## config.mk

```make
export PLATFORM = sky130hd
export DESIGN_NAME = head_and_tail_remove
export DESIGN_NICKNAME = d
export VERILOG_FILES = /design/src/rtl/head_and_tail_remove.sv
export SDC_FILE = /design/constraint.sdc
export NUM_CORES = 1
export LEC_CHECK = 0
export ABC_AREA = 1
export ABC_CLOCK_PERIOD_IN_PS = 4900
export CORE_UTILIZATION = 40
export DETAILED_ROUTE_END_ITERATION = 12
export PLACE_DENSITY_LB_ADDON = 0.08
export SETUP_SLACK_MARGIN = 0.05
export SYNTH_ARGS = -nofsm -noshare
export SYNTH_HDL_FRONTEND = slang
export SYNTH_SLANG_ARGS = --single-unit
```

## constraint.sdc

```tcl
create_clock -name i_clk -period 4.9 [get_ports i_clk]
set_clock_uncertainty 0.1 [all_clocks]
set_input_delay 1.225 -clock i_clk [delete_from_list [all_inputs] [get_ports i_clk]]
set_output_delay 1.225 -clock i_clk [all_outputs]
set_load 0.03 [all_outputs]
```

## src/rtl/head_and_tail_remove.sv

```systemverilog
// Egress side of the flagged GMII FIFO path: strips the head/tail flag from
// FWFT FIFO words and replays each frame as a gap-separated byte stream.
module head_and_tail_remove #(
  parameter int MAX_LEN    = 2047,
  parameter int IFG_CYCLES = 12,
  parameter int CNT_W      = 12
) (
  input  logic       i_clk,
  input  logic       i_rst_n,
  input  logic [8:0] iv_fifo_rdata,
  input  logic       i_fifo_empty,
  output logic       o_fifo_rd,
  output logic [7:0] ov_data,
  output logic       o_data_wr,
  output logic       o_underrun_pulse,
  output logic       o_overlen_pulse,
  output logic       o_headless_pulse
);

  localparam int IFG_W = (IFG_CYCLES > 1) ? $clog2(IFG_CYCLES) : 1;
  localparam logic [IFG_W-1:0] IFG_LOAD = IFG_W'(IFG_CYCLES - 1);
  localparam logic [CNT_W-1:0] CNT_MAX  = CNT_W'(MAX_LEN);

  typedef enum logic [1:0] {
    IDLE_S,
    TRANS_S,
    DISCARD_S,
    IFG_S
  } state_t;

  state_t           state, state_nxt;
  logic [CNT_W-1:0] cnt, cnt_nxt;
  logic [IFG_W-1:0] ifg_cnt, ifg_cnt_nxt;
  logic             rd, emit, underrun, overlen, headless;
  logic             flag;

  assign flag = iv_fifo_rdata[8];

  always_comb begin
    state_nxt   = state;
    cnt_nxt     = cnt;
    ifg_cnt_nxt = ifg_cnt;
    rd          = 1'b0;
    emit        = 1'b0;
    underrun    = 1'b0;
    overlen     = 1'b0;
    headless    = 1'b0;
    unique case (state)
      IDLE_S: begin
        if (!i_fifo_empty) begin
          rd = 1'b1;
          if (flag) begin
            emit      = 1'b1;
            cnt_nxt   = CNT_W'(1);
            state_nxt = TRANS_S;
          end else begin
            headless = 1'b1;
          end
        end
      end
      TRANS_S: begin
        // Empty wins over the length limit so only one error fires per cycle.
        if (i_fifo_empty) begin
          underrun  = 1'b1;
          state_nxt = DISCARD_S;
        end else if (cnt == CNT_MAX) begin
          overlen   = 1'b1;
          state_nxt = DISCARD_S;
        end else begin
          rd      = 1'b1;
          emit    = 1'b1;
          cnt_nxt = cnt + CNT_W'(1);
          if (flag) begin
            ifg_cnt_nxt = IFG_LOAD;
            state_nxt   = IFG_S;
          end
        end
      end
      DISCARD_S: begin
        if (!i_fifo_empty) begin
          rd = 1'b1;
          if (flag) begin
            ifg_cnt_nxt = IFG_LOAD;
            state_nxt   = IFG_S;
          end
        end
      end
      IFG_S: begin
        if (ifg_cnt == '0) begin
          state_nxt = IDLE_S;
        end else begin
          ifg_cnt_nxt = ifg_cnt - IFG_W'(1);
        end
      end
      default: state_nxt = IDLE_S;
    endcase
  end

  // Gate with reset so nothing is popped while the block is held in reset.
  assign o_fifo_rd = rd & i_rst_n;

  always_ff @(posedge i_clk or negedge i_rst_n) begin
    if (!i_rst_n) begin
      state            <= IDLE_S;
      cnt              <= '0;
      ifg_cnt          <= '0;
      ov_data          <= '0;
      o_data_wr        <= 1'b0;
      o_underrun_pulse <= 1'b0;
      o_overlen_pulse  <= 1'b0;
      o_headless_pulse <= 1'b0;
    end else begin
      state            <= state_nxt;
      cnt              <= cnt_nxt;
      ifg_cnt          <= ifg_cnt_nxt;
      o_data_wr        <= emit;
      o_underrun_pulse <= underrun;
      o_overlen_pulse  <= overlen;
      o_headless_pulse <= headless;
      if (emit) ov_data <= iv_fifo_rdata[7:0];
    end
  end

endmodule

```

# Word-level counts from Yosys, hierarchy flattened
# Cells that the tools add are included.
# Widths: inputs -> output; s select.
# word_totals
elab_cells	64
register_bits	30
inputBits	12
out_inout_bits	13
# classes
n_reduce_logical	8
add_sub_neg	2
n_eq_ne	11
bitwise_logic	1
n_mux	34
# op_table
operator	count
$mux 12	4
$pmux 12 s2	1
$mux 4	5
$mux 2	7
$ne 2x2->1 const B	7
$mux 1	13
$add 12x1->12 const B	1
$eq 12x11->1 const B	1
$pmux 4 s3	1
$reduce_and 5->1	2
$pmux 2 s4	1
$eq 2x2->1 const B	2
$logic_not 4->1	1
$pmux 1 s2	2
$reduce_and 4->1	1
$sub 4x1->4 const B	1
$reduce_bool 3->1	1
$eq 2x1->1 const B	1
$logic_not 2->1	1
$reduce_bool 2->1	1
$reduce_or 2->1	1
$and 1x1->1	1

# Longest topological paths before layout
# Gate-level depths: netlist of the first run.
# depth
word_depth	5
mapped_depth	10
ltp_nobuf	10

# Least setup slack after synthesis of the first run
# Ideal clock, no wire load.
# synth_path
kind	input port to output port
startpoint	input port i_fifo_empty
endpoint	output port o_fifo_rd
cell_stages	3
arrival_ns	2.177
slack_ns	1.398
n_path_buf	0
t_required_ns	3.575
path_cell_list	inv_1 nand3_1 a21boi_0
# synth_between
elab_chain_len	3
elab_cells_between_ends	4
cone_classes	mux: 3; bitwise: 1
# synth_rtl
element	line_no	text
from (decl)	11	input logic i_fifo_empty,
$mux 1, on equally long branches	50, 80, 63	
$pmux 1 s2 (*)	48	unique case (state)
$and 1x1->1 (*)	100	assign o_fifo_rd = rd & i_rst_n;
to (decl)	12	output logic o_fifo_rd,
# Every way passes the cells marked *; elsewhere a longest branch is shown, timed or not.

# Worst setup path after layout of the first run
# Same ends and word-level chain as after synthesis.

==> results of run 1 <==
cell type report:
type	instances	area [um^2]	share of cell area (%)
clock buffer	7	86.33	4.384
multi-input combinational	154	748.2	37.99
clock inverter	1	5.005	0.2541
tap	48	60.06	3.050
sequential	30	750.7	38.12
timing repair buffer	25	247.7	12.58
inverter	19	71.32	3.621
cell usage after synthesis:
cell type / instances
nand3_1: 25
dfrtp_1: 30
nand2_2: 1
nor2_4: 1
nor2_2: 1
o21ai_2: 4
nor4_1: 1
nand4_4: 1
buf_12: 1
or2_2: 3
nand2_1: 81
nor3_1: 2
buf_6: 1
buf_2: 3
o21ai_0: 9
inv_1: 19
a21boi_0: 2
buf_8: 1
xor2_1: 3
ha_1: 2
nor2_1: 13
a21oi_1: 1
nor3_4: 1
nand4_1: 2
nand3_2: 1
cells by family after synthesis:
logic type,Yosys count,synth area share [%]
buffers and inverters,25,8.128
AO/OA/AOI/OAI,16,6.134
XOR/XNOR,3,1.611
AND/OR/NAND/NOR,133,36.58
adder cells (fa/ha/maj),2,1.533
flip-flops,30,46.01
layer usage:
metal,vias up,share of wire [%]
met1,626,45
met5,-,0
met3,12,4.3
met2,36,47
li1,714,-
met4,0,3.1
final timing paths:
kind / endpoint / slack (ps) / cells past startpoint
worst max-delay path: o_fifo_rd / 600 / 5
min in group asynchronous: ifg_cnt[0]$_DFFE_PN0P_ / 1290 / 2
worst max register to register: ov_data[6]$_DFFE_PN0P_ / 2560 / 7
worst min-delay path: ov_data[7]$_DFFE_PN0P_ / 380 / 2
max in group asynchronous: cnt[1]$_DFFE_PN0P_ / 3120 / 2
worst min register to register: ov_data[7]$_DFFE_PN0P_ / 380 / 2
worst max-delay path, stage by stage:
cell and delay [ps]:
clkdlybuf4s50_1 500, inv_1 190, nand3_1 170, a21boi_0 200, clkdlybuf4s50_1 690
report_power, final:
part / switching (W) / leakage (nW) / internal [W]
registers: 0.0000581 / 0.389 / 0.000321
logic: 0.000276 / 0.509 / 0.000159
clock network: 0.0000881 / 0.0482 / 0.000113
through the flow:
stage / cells / total power [W] / utilization [%] / cell area (um^2)
global route: 284 / 0.001101 / 51.84 / 1969
finish: 284 / 0.001015 / 51.84 / 1969
detailed placement: 276 / 0.0008203 / 49.44 / 1878
floorplan: 209 / 0.0006972 / - / 1632
global placement: 276 / 0.0008039 / 49.44 / 1878
CTS: 284 / 0.001028 / 51.84 / 1969
flip-flops by register name, summed over array words and instances, names as in the netlist:
name	flops
cnt	12
ifg_cnt	4
o_data_wr	1
o_headless_pulse	1
o_overlen_pulse	1
o_underrun_pulse	1
ov_data	8
state	2
placed cells by master (no fill, tap or decap), types with 2 or more instances in the layout:
cell type / Yosys / routed
clkbuf_8: 0 / 6
nand2_1: 81 / 81
clkdlybuf4s50_1: 0 / 24
dfrtp_1: 30 / 30
inv_1: 19 / 19
ha_1: 2 / 2
nor3_1: 2 / 2
nor2_1: 13 / 13
a21boi_0: 2 / 2
or2_2: 3 / 3
o21ai_0: 9 / 9
o21ai_2: 4 / 4
nand3_1: 25 / 25
nand4_1: 2 / 2
xor2_1: 3 / 3
==> run summary, run 1 <==
Largest net degree at the start of global routing = 31
Vias in the first global route = 1361
Placeable core area = 0.003799 mm^2
Antenna viol nets, final = 0
CP Capture Type = output pin
Die area = 0.004338 mm^2
CP required = 3580 ps
All-Layer GR Usage = 18.22%
DP Worst Slack = 616.6 ps
Worst-Margin Slew = 513.6 ps
TritonRoute pass-1 iters = 6
Worst Min Path Start = ov_data[7]$_DFFE_PN0P_
Pwr dens = 515.4 mW/mm^2
Post-route DRC = 0
R2r startpoint = state[0]$_DFFE_PN0P_
Met1 usage = 22.20%
Setup TNS Final = 0 ps
Leakage = 0.9465 nW
CTS buffer count = 5
Mapped Avg Cell Area = 7.807 um^2
Max frequency = 232.7 MHz
Hold WC Path Type = reg2reg
CTS Sinks = 30
Post-synthesis sequential area ratio = 46.01%
Synthesized net count = 223
Antenna Cells = 0
Mapped cell area = 0.001632 mm^2
Synth Warn # = 0
Final worst path period share = 87.69%
Met3 GRT Util = 5.345%
Clk_lat worst skew = 280 ps
Busiest grt layer = met2
Root Driver = clkbuf_8
RSZ-0062 raised after global routing = false
Starting Density = 42.95%
Final hold slack = 379.1 ps
WL final = 3.267 mm
Clock transition at the registers of the reported paths = 60 ps
Iter 0 DRT Violations = 39
CTS Hold Bufs = 0
Total grt overflow = 0
Arrival @ worst endpoint = 2970 ps
Die Wd = 65.87 um
Synth top area cells = dfrtp_1, nand2_1, nand3_1, inv_1, nor2_1
Period minus WS final = 4297 ps
Setup ws final = 603.3 ps
Postcts setup bufs = 0
M2 GR Usage = 28.95%
I/O Pins = 25
Fin. Hold Viols = 0
CP Max Fanout = 6
Synth area leader = dfrtp_1
Critical path type = in2out
Max Cap Violations = 0
Post_cts resized = 0
Layout cells sized above 1 = 8.898%
WL per Instance = 11.50 um
Pins Over Slew Limit = 0
Synth top area share = 46.01%
Area grow syn2layout = 20.71%
Status = complete, no violations
Fillers = 371
First-pass GRT wire length = 5.940 mm
Initial antenna violation count = 0
DP HPWL = 2.375 mm
Slew HR = 65.64%
CTS tree = done
Synth cell types = 25
Row count = 22
Vias per cell = 4.887
Post-Synthesis Cells = 209
Startpoint Class = input pin
CP Launch Point = i_fifo_empty
Port bufs = 24
CTS Buffer Depth = 2
Nets = 249
#FFs+latches synth = 30
Vias = 1388
Endpoints failing setup = 0
Routability cong. = 0.7690
Number of H-tree levels = 2
Worst vdd ir = 0.0002889 V
Chip Height = 65.87 um
Note: power is estimated with default switching activity, not from simulation.
==> run 2, diff against run 1 <==
SLEW_MARGIN = 20   (was unset)
==> results of run 2 <==
The final DEF is identical to that of run 1; final timing and power are the same.
==> RTL change (flow settings as in run 2) <==
The 4 states of `state_t` get a one-hot encoding in 4 bits.
--- a/src/rtl/head_and_tail_remove.sv
+++ b/src/rtl/head_and_tail_remove.sv
@@ -23,7 +23,7 @@
 
-  typedef enum logic [1:0] {
-    IDLE_S,
-    TRANS_S,
-    DISCARD_S,
-    IFG_S
+  typedef enum logic [3:0] {
+    IDLE_S    = 4'b0001,
+    TRANS_S   = 4'b0010,
+    DISCARD_S = 4'b0100,
+    IFG_S     = 4'b1000
   } state_t;
Function: no difference found for any inputs over 10 cycles, from zero or initial values and one cycle with i_rst_n low; not proved beyond that.
==> RTL change against run 2 <==
- sequential cell count rose by 2
- wire length rose by 10%
- combinational power fell by 4%
- hold slack gained 2.8 ps
- global-route usage about the same
- setup slack better by 470 ps
- total power rose by 6.7%
- final area up 11%
- area after synthesis increased by 9.5%
- critical endpoint unchanged
- largest cell class is now multi-input combinational cells
==> RTL change: results (changes against run 2) <==
status=finished, final reports clean; FF-to-FF setup slack=2870 ps (+310 ps); synth top area cells=dfrtp_1 43%, nand2_1 19%, nor2_1 4.6%; critical-path maximum fanout=9 (+3); share of layout cells above drive strength 1=0.0958 (+0.00680); Post-synth top cells=91 x nand2_1, 31 x dfrtp_1, 22 x nor2_1, 20 x inv_1, 15 x nand3_1; worst relative slew slack=0.675 (+0.0188); global-route wire length before repair=6040 µm (+1.6%); largest net degree at the start of global routing=33 (+6.5%); vias in the first global route=1,327 (-2.5%); drt initial violations=84 (+120%); top flop regs=cnt (12), ov_data (8); Worst IR Drop VDD=0.252 mV (-13%); pre-CTS setup slack=1070 ps (+454 ps); DR vias=1,500 (+8.1%); DRT Wirelength=3610 µm (+10%); # fillers=425 (+15%); initial antenna violation count=0 (unchanged); dpl cell area=2060 µm² (+9.5%); number of distinct library cells after synthesis=30 (+20%); total CTS buffers=5 (unchanged); Chip Width=68.8 µm (+4.5%); leakage=1.06 nW (+12%); Nets=275 (+10%); WP data arrival=2500 ps (-470 ps); drt pass-1 iters=4 (-2); maximum buffer depth of the clock tree=2 (unchanged); worst stage delay on the critical path=640 ps (-50 ps); Tcrit/Tclk final=0.781 (-0.0957); All-Layer GR Usage=0.182 (about the same); Final GP Congestion=0.795 (+3.3%); Post-Syn Nets=247 (+11%); sequential share of the synthesized area=0.449 (-0.0112); hpwl dp=2540 µm (+7.1%)
## RTL change: cell types whose count changed after synthesis, moves of 6 or more
| cell | run 2 | this run |
|---|---|---|
| o21ai_0 | 9 | 2 |
| nand2_1 | 81 | 91 |
| o21ai_1 | 0 | 6 |
| nand3_1 | 25 | 15 |
| nor2_1 | 13 | 22 |
| nand4_1 | 2 | 9 |
## RTL change: routing by layer
metal  track usage  vias up  part of all wire
li1              -      787                 -
met1         0.237      676              0.51
met2         0.283       31              0.42
met3        0.0526        6             0.046
met4        0.0765        0             0.019
met5             0        -                 0
## RTL change: report_power, final
part	internal [mW]	switching, mW
registers	0.335	0.0501
clock network	0.179	0.102
logic	0.152	0.265
## RTL change: layout make-up
class,count,area (µm²),area share
sequential,32,802,0.368
inverter,22,83.8,0.0384
multi-input combinational,174,862,0.395
clock buffer,7,96.3,0.0442
clock inverter,1,30.0,0.0138
tap,50,62.6,0.0287
timing repair buffer,25,245,0.112
## RTL change: worst paths after layout
kind / start / end / cells after the start
worst max-delay path: i_fifo_empty / o_fifo_rd / 6
worst min-delay path: ov_data[2] / ov_data[2] / 2
worst max register to register: cnt[0] / cnt[9] / 8
worst min register to register: ov_data[2] / ov_data[2] / 2
max in group asynchronous: i_rst_n / state[0] / 2
min in group asynchronous: i_rst_n / cnt[11] / 2
## RTL change: tightest hold or removal path: cells and delay by family (launching register included)
kind             cells  cell delay [ps]
DFF                  1              340
and+or+nand+nor      2              100
## RTL change: logic make-up (layout without fill, tap and decap cells)
group / after synthesis / count (layout) / synth area share
flops: 32 / 32 / 0.449
buf+inv: 26 / 55 / 0.0686
xor+xnor: 6 / 6 / 0.0294
fa+ha+maj: 3 / 3 / 0.0210
simple gates: 150 / 150 / 0.384
compound gates: 15 / 15 / 0.0483
## RTL change: through the flow
step                      utilization  instances  hold slack [ps]
after floorplan                     -        232              349
after CTS                       0.527        311              385
final                           0.527        311              382
after global routing            0.527        311              424
after global placement          0.496        303              364
after detailed placement        0.496        303              369
